[config.mk]
export PLATFORM = sky130hd
export DESIGN_NAME = bkf_cfg_arbiter
export DESIGN_NICKNAME = d
export VERILOG_FILES = /design/src/rtl/bkf_cfg_arbiter.sv
export SDC_FILE = /design/constraint.sdc
export NUM_CORES = 1
export LEC_CHECK = 0
export CAP_MARGIN = 20
export CORE_AREA = 3 3 147 149
export DETAILED_ROUTE_END_ITERATION = 8
export DIE_AREA = 0 0 150 152
export HOLD_SLACK_MARGIN = 0.15
export MAX_ROUTING_LAYER = met4
export PLACE_DENSITY_LB_ADDON = 0.12
export SYNTH_ARGS = -nofsm -noshare
export SYNTH_HDL_FRONTEND = slang
export SYNTH_SLANG_ARGS = --single-unit
export TNS_END_PERCENT = 50
[constraint.sdc]
create_clock -name clk -period 3.25 [get_ports clk]
set_clock_uncertainty 0.2 [all_clocks]
set_input_delay 0.65 -clock clk [delete_from_list [all_inputs] [get_ports clk]]
set_output_delay 0.65 -clock clk [all_outputs]
set_load 0.05 [all_outputs]
[src/rtl/bkf_cfg_arbiter.sv]
// bkf_cfg_arbiter: round-robin arbiter sharing one BkpCfg write port among N_REQ requesters,
// one outstanding word at a time, completed by an ack edge or aborted by timeout.
module bkf_cfg_arbiter #(
    parameter int N_REQ       = 4,
    parameter int ACK_BIT     = 0,
    parameter int TIMEOUT_CYC = 1024,
    parameter int CNT_W       = 16
) (
    input  logic                 clk,
    input  logic                 rst_n,
    input  logic [N_REQ-1:0]     req_i,
    input  logic [32*N_REQ-1:0]  req_index_i,
    input  logic [32*N_REQ-1:0]  req_data_i,
    output logic [N_REQ-1:0]     done_o,
    output logic [N_REQ-1:0]     err_o,
    output logic                 busy_o,
    output logic [CNT_W-1:0]     err_cnt_o,
    output logic                 bkf_ready,
    output logic [31:0]          bkf_index,
    output logic [31:0]          bkf_data,
    input  logic [31:0]          bk_status_i
);
    localparam int PW = $clog2(N_REQ);

    typedef enum logic [1:0] {IDLE, ISSUE, WAIT_ACK, RESP} state_t;

    state_t         state, state_nx;
    logic [PW-1:0]  ptr, gnt, win;
    logic           any, ack_q, ack_seen, ok, ack_edge, ack, tmo_hit;
    logic [31:0]    tmo_cnt;
    logic [N_REQ-1:0] gnt_oh;

    // Scan downward in priority order so the lowest offset from ptr wins last
    always_comb begin
        any = 1'b0;
        win = ptr;
        for (int i = N_REQ - 1; i >= 0; i--) begin
            if (req_i[(32'(ptr) + 32'(i)) % N_REQ]) begin
                any = 1'b1;
                win = PW'((32'(ptr) + 32'(i)) % N_REQ);
            end
        end
    end

    assign ack_edge = bk_status_i[ACK_BIT] & ~ack_q;
    assign ack      = ack_edge | ack_seen;
    assign tmo_hit  = (TIMEOUT_CYC != 0) && (tmo_cnt == 32'(TIMEOUT_CYC - 1));

    always_comb begin
        state_nx = state;
        case (state)
            IDLE:     state_nx = any ? ISSUE : IDLE;
            ISSUE:    state_nx = WAIT_ACK;
            WAIT_ACK: state_nx = (ack || tmo_hit) ? RESP : WAIT_ACK;
            default:  state_nx = IDLE;
        endcase
    end

    always_ff @(posedge clk or negedge rst_n) begin
        if (!rst_n) begin
            state     <= IDLE;
            ptr       <= '0;
            gnt       <= '0;
            ack_q     <= 1'b0;
            ack_seen  <= 1'b0;
            ok        <= 1'b0;
            tmo_cnt   <= '0;
            bkf_index <= '0;
            bkf_data  <= '0;
            err_cnt_o <= '0;
        end else begin
            state <= state_nx;
            ack_q <= bk_status_i[ACK_BIT];
            case (state)
                IDLE: if (any) begin
                    gnt       <= win;
                    ptr       <= PW'((32'(win) + 1) % N_REQ);
                    bkf_index <= req_index_i[win*32 +: 32];
                    bkf_data  <= req_data_i[win*32 +: 32];
                end
                ISSUE: begin
                    tmo_cnt  <= '0;
                    ack_seen <= ack_edge;
                end
                WAIT_ACK: begin
                    ok       <= ack;
                    ack_seen <= 1'b0;
                    if (!ack) tmo_cnt <= tmo_cnt + 1;
                end
                default: if (!ok && !(&err_cnt_o)) err_cnt_o <= err_cnt_o + 1'b1;
            endcase
        end
    end

    assign gnt_oh    = N_REQ'(1) << gnt;
    assign bkf_ready = (state == ISSUE);
    assign busy_o    = (state != IDLE);
    assign done_o    = (state == RESP && ok) ? gnt_oh : '0;
    assign err_o     = (state == RESP && !ok) ? gnt_oh : '0;
endmodule

==> results.md <==
- Critical Path End: err_o[0]
- Worst setup path class: flip-flop to output pin
- Sequential power share: 23.3%
- Switching Fraction: 44.2%
- Leak: 4.74 nW
- Reg-to-Reg End: tmo_cnt[29]$_DFFE_PN0P_
- DRT Wirelength: 28.9 mm
- Cells after synthesis: 765
- Main synth FF type: dfrtp_1
- Die Area: ~23000 µm²
- DRT Pass-1 Iters: 5
- R2R depth: 8
- Share of the synthesized area in the top cell type: 41.9%
- Setup TNS: 0 ns
- # rows: 52
- P&R area growth vs syn: 64.3%
- Remaining DRCs: 0
- FMAX: 337 MHz
- Syn Area/Cell: 9.45 µm²
- I/O pin count: 384
- Syn_nets: 1066
- Slew headroom: 42.6%
- RSZ-0062 raised after global routing: no
- Int Power: 5.66 mW
- Initial Util: between 30% and 40%
- Most numerous cell in the Yosys netlist: dfrtp_1
- First-pass GRT wire length: 43.5 mm
- Worst Hold Class: flip-flop to flip-flop
- Final Setup Violations: 0
- Placer Congestion: 0.898
- Fin crit period: 2.97 ns
- Post-Syn Area: 7230 µm²
- Synth area leaders: dfrtp_1, mux2_1, a221o_1, nand3_1, a21oi_1
- Netlist cell types: 48
- Placeable Area: 20300 µm²
- Total track usage: 25.5%
- YS warnings: 0
- Slowest cell on crit path: clkdlybuf4s50_1
- Switching power: 4.49 mW
- Detailed Place HPWL: between 20 and 25 mm
- Vias post-DR: roughly 7600
- Worst skew pair latency: 0.41 ns
- Worst r2r src: state[0]$_DFF_PN0_
- Commonest cells post-synth: dfrtp_1, nand3_1, a21oi_1
- Dpl cells: 1364
- VDD IR max: 0.434 mV
- Power Density: 854 nW/µm²
- Die height: 152 µm
- Arrival @ worst endpoint: 2.12 ns
- Yosys reg bits: 121
- Initial antenna violation count: 2
- Post-synth EDFFs: 0
- Nets: 1415
- 1st-iter DRT viols: around 420
- Critical Path Max Stage Delay: slightly above 0.8 ns
- Final Max Slew Viols: 0
- Largest net degree at the start of global routing: 80
- CP Launch Type: flip-flop
- Max_cap viols: 0
- Post-synthesis sequential area ratio: a little over two fifths
- Wirelength per Cell: 20.7 µm
- CTS root buffer: clkbuf_16
- Crit-path cells: ha_1, nand2b_1, nor3_1, clkdlybuf4s50_1
- Worst-path clk slew: 0.05 ns
- Post-DR vias/cell: 5.44
- Routed Antenna Nets: 0
- Vias in the first global route: 7443
- Worst Tran Pin Value: between 0.8 and 0.9 ns
- CTS sink cnt: roughly 120
- Clk pwr share: 20.7%
- Outcome: finished clean
- Hold_sp: err_cnt_o[12]$_DFFE_PN0P_
- Max Buffers Root-to-Sink: 2
- Type of destination of the critical path: output pin
- Reg2reg setup slack: around 0.52 ns
- Gr ovfl total: 0
- Worst setup path start: state[0]$_DFF_PN0_
- Area leader, netlist: dfrtp_1
- Final cell count without fillers: about 1400
- Async SR Flop Fraction: 100%
- H-tree Lvls: 4
- CTS buffer count: 17
- Worst path required time: 2.40 ns
- Final count of hold timing violations: 0
- Die width: 150 µm
- Crit Path Max Fanout: 4
- Port bufs: between 300 and 400
- Gate power share: between 50 and 60%
- Final worst-path cycle share: 91.2%
- Layout cells sized above 1: roughly 7%
- CTS tree: built
-- kinds of logic after synthesis --
group | after synthesis | share of synthesized area [%]
adders and majority gates | 7 | 1.21
and+or+nand+nor | 230 | 16.5
xor gates and xnor gates | 32 | 3.88
buffers and inverters | 72 | 4.21
muxes | 67 | 10.4
DFF | 121 | 41.9
AOI/OAI and AO/OA | 236 | 21.9
-- cell type report --
type                       instances  area, µm²
tap                              270        338
sequential                       121       3030
clock buffer                      23        488
multi-input combinational        572       3920
timing repair buffer             391       3890
fill                            1818       8420
inverter                          11       41.3
antenna                            2       5.00
clock inverter                     8        165
-- sequential cells by signal, indices dropped and copies added (netlist names) --
name       count
bkf_data      32
tmo_cnt       32
ptr            2
ack_q          1
err_cnt_o     16
state          2
bkf_index     32
gnt            2
ack_seen       1
ok             1
-- layout by cell type (no fill, tap or decap), types with 9 or more instances in the layout --
cell               n
clkdlybuf4s50_1  351
dfrtp_1          121
nand3_1           83
a21oi_1           75
o21ai_0           72
a221o_1           63
mux2_1            63
buf_4             33
nand2_1           32
nor2_1            31
xnor2_1           25
clkbuf_16         17
nor4_1            12
nand4_1           11
nor3_1            11
inv_1              9
-- worst min path at each step --
stage | endpoint | cells after the start
6_report | err_cnt_o[12]$_DFFE_PN0P_ | 1
3_5_place_dp | err_cnt_o[15]$_DFFE_PN0P_ | 1
5_1_grt | bkf_data[12]$_DFFE_PN0P_ | 1
3_3_place_gp | err_cnt_o[12]$_DFFE_PN0P_ | 1
2_1_floorplan | ack_q$_DFF_PN0_ | 0
4_1_cts | err_cnt_o[12]$_DFFE_PN0P_ | 1
-- per-layer routing --
metal  up-vias  share of wire [%]  global-route usage, %
li1       3598                  -                      -
met1      3687                 41                   32.3
met2       293                 50                   40.5
met3        30                6.9                   6.43
met4         0                2.0                   6.97
met5         -                  0                      -
-- power by group through the flow --
stage | Clock, mW | Combinational [mW] | Sequential [mW]
after global routing | 2.21 | 6.02 | 2.43
after global placement | 0 | 5.67 | 2.37
final | 2.10 | 5.68 | 2.36
after detailed placement | 0 | 5.72 | 2.36
after floorplan | 0 | 2.20 | 3.72
after CTS | 2.14 | 5.72 | 2.36
-- metrics by stage --
stage	cell area [µm²]	utilization (%)	hold WS [ns]	power (mW)	setup slack, ns
detailed placement	11200	55.2	0.283	8.08	0.0760
CTS	11900	58.5	0.293	10.2	0.277
floorplan	7230	-	0.154	5.92	0.618
global route	11900	58.5	0.317	10.7	0.196
global placement	11200	55.2	0.281	8.04	0.101
finish	11900	58.5	0.294	10.1	0.285
-- critical path: cells and delay by family, from the launching register on --
kind | cells | cell delay (ns)
buffers and inverters | 1 | 0.83
flip-flops | 1 | 0.39
adder cells (fa/ha/maj) | 1 | 0.18
AND/OR/NAND/NOR | 2 | 0.31
-- timing repair --
action	CTS	global route
buffers inserted	0	0
hold buffers	1	0
gates resized for setup	0	0
hold endpoints to repair	20	0
(Power assumes the default switching activity.)
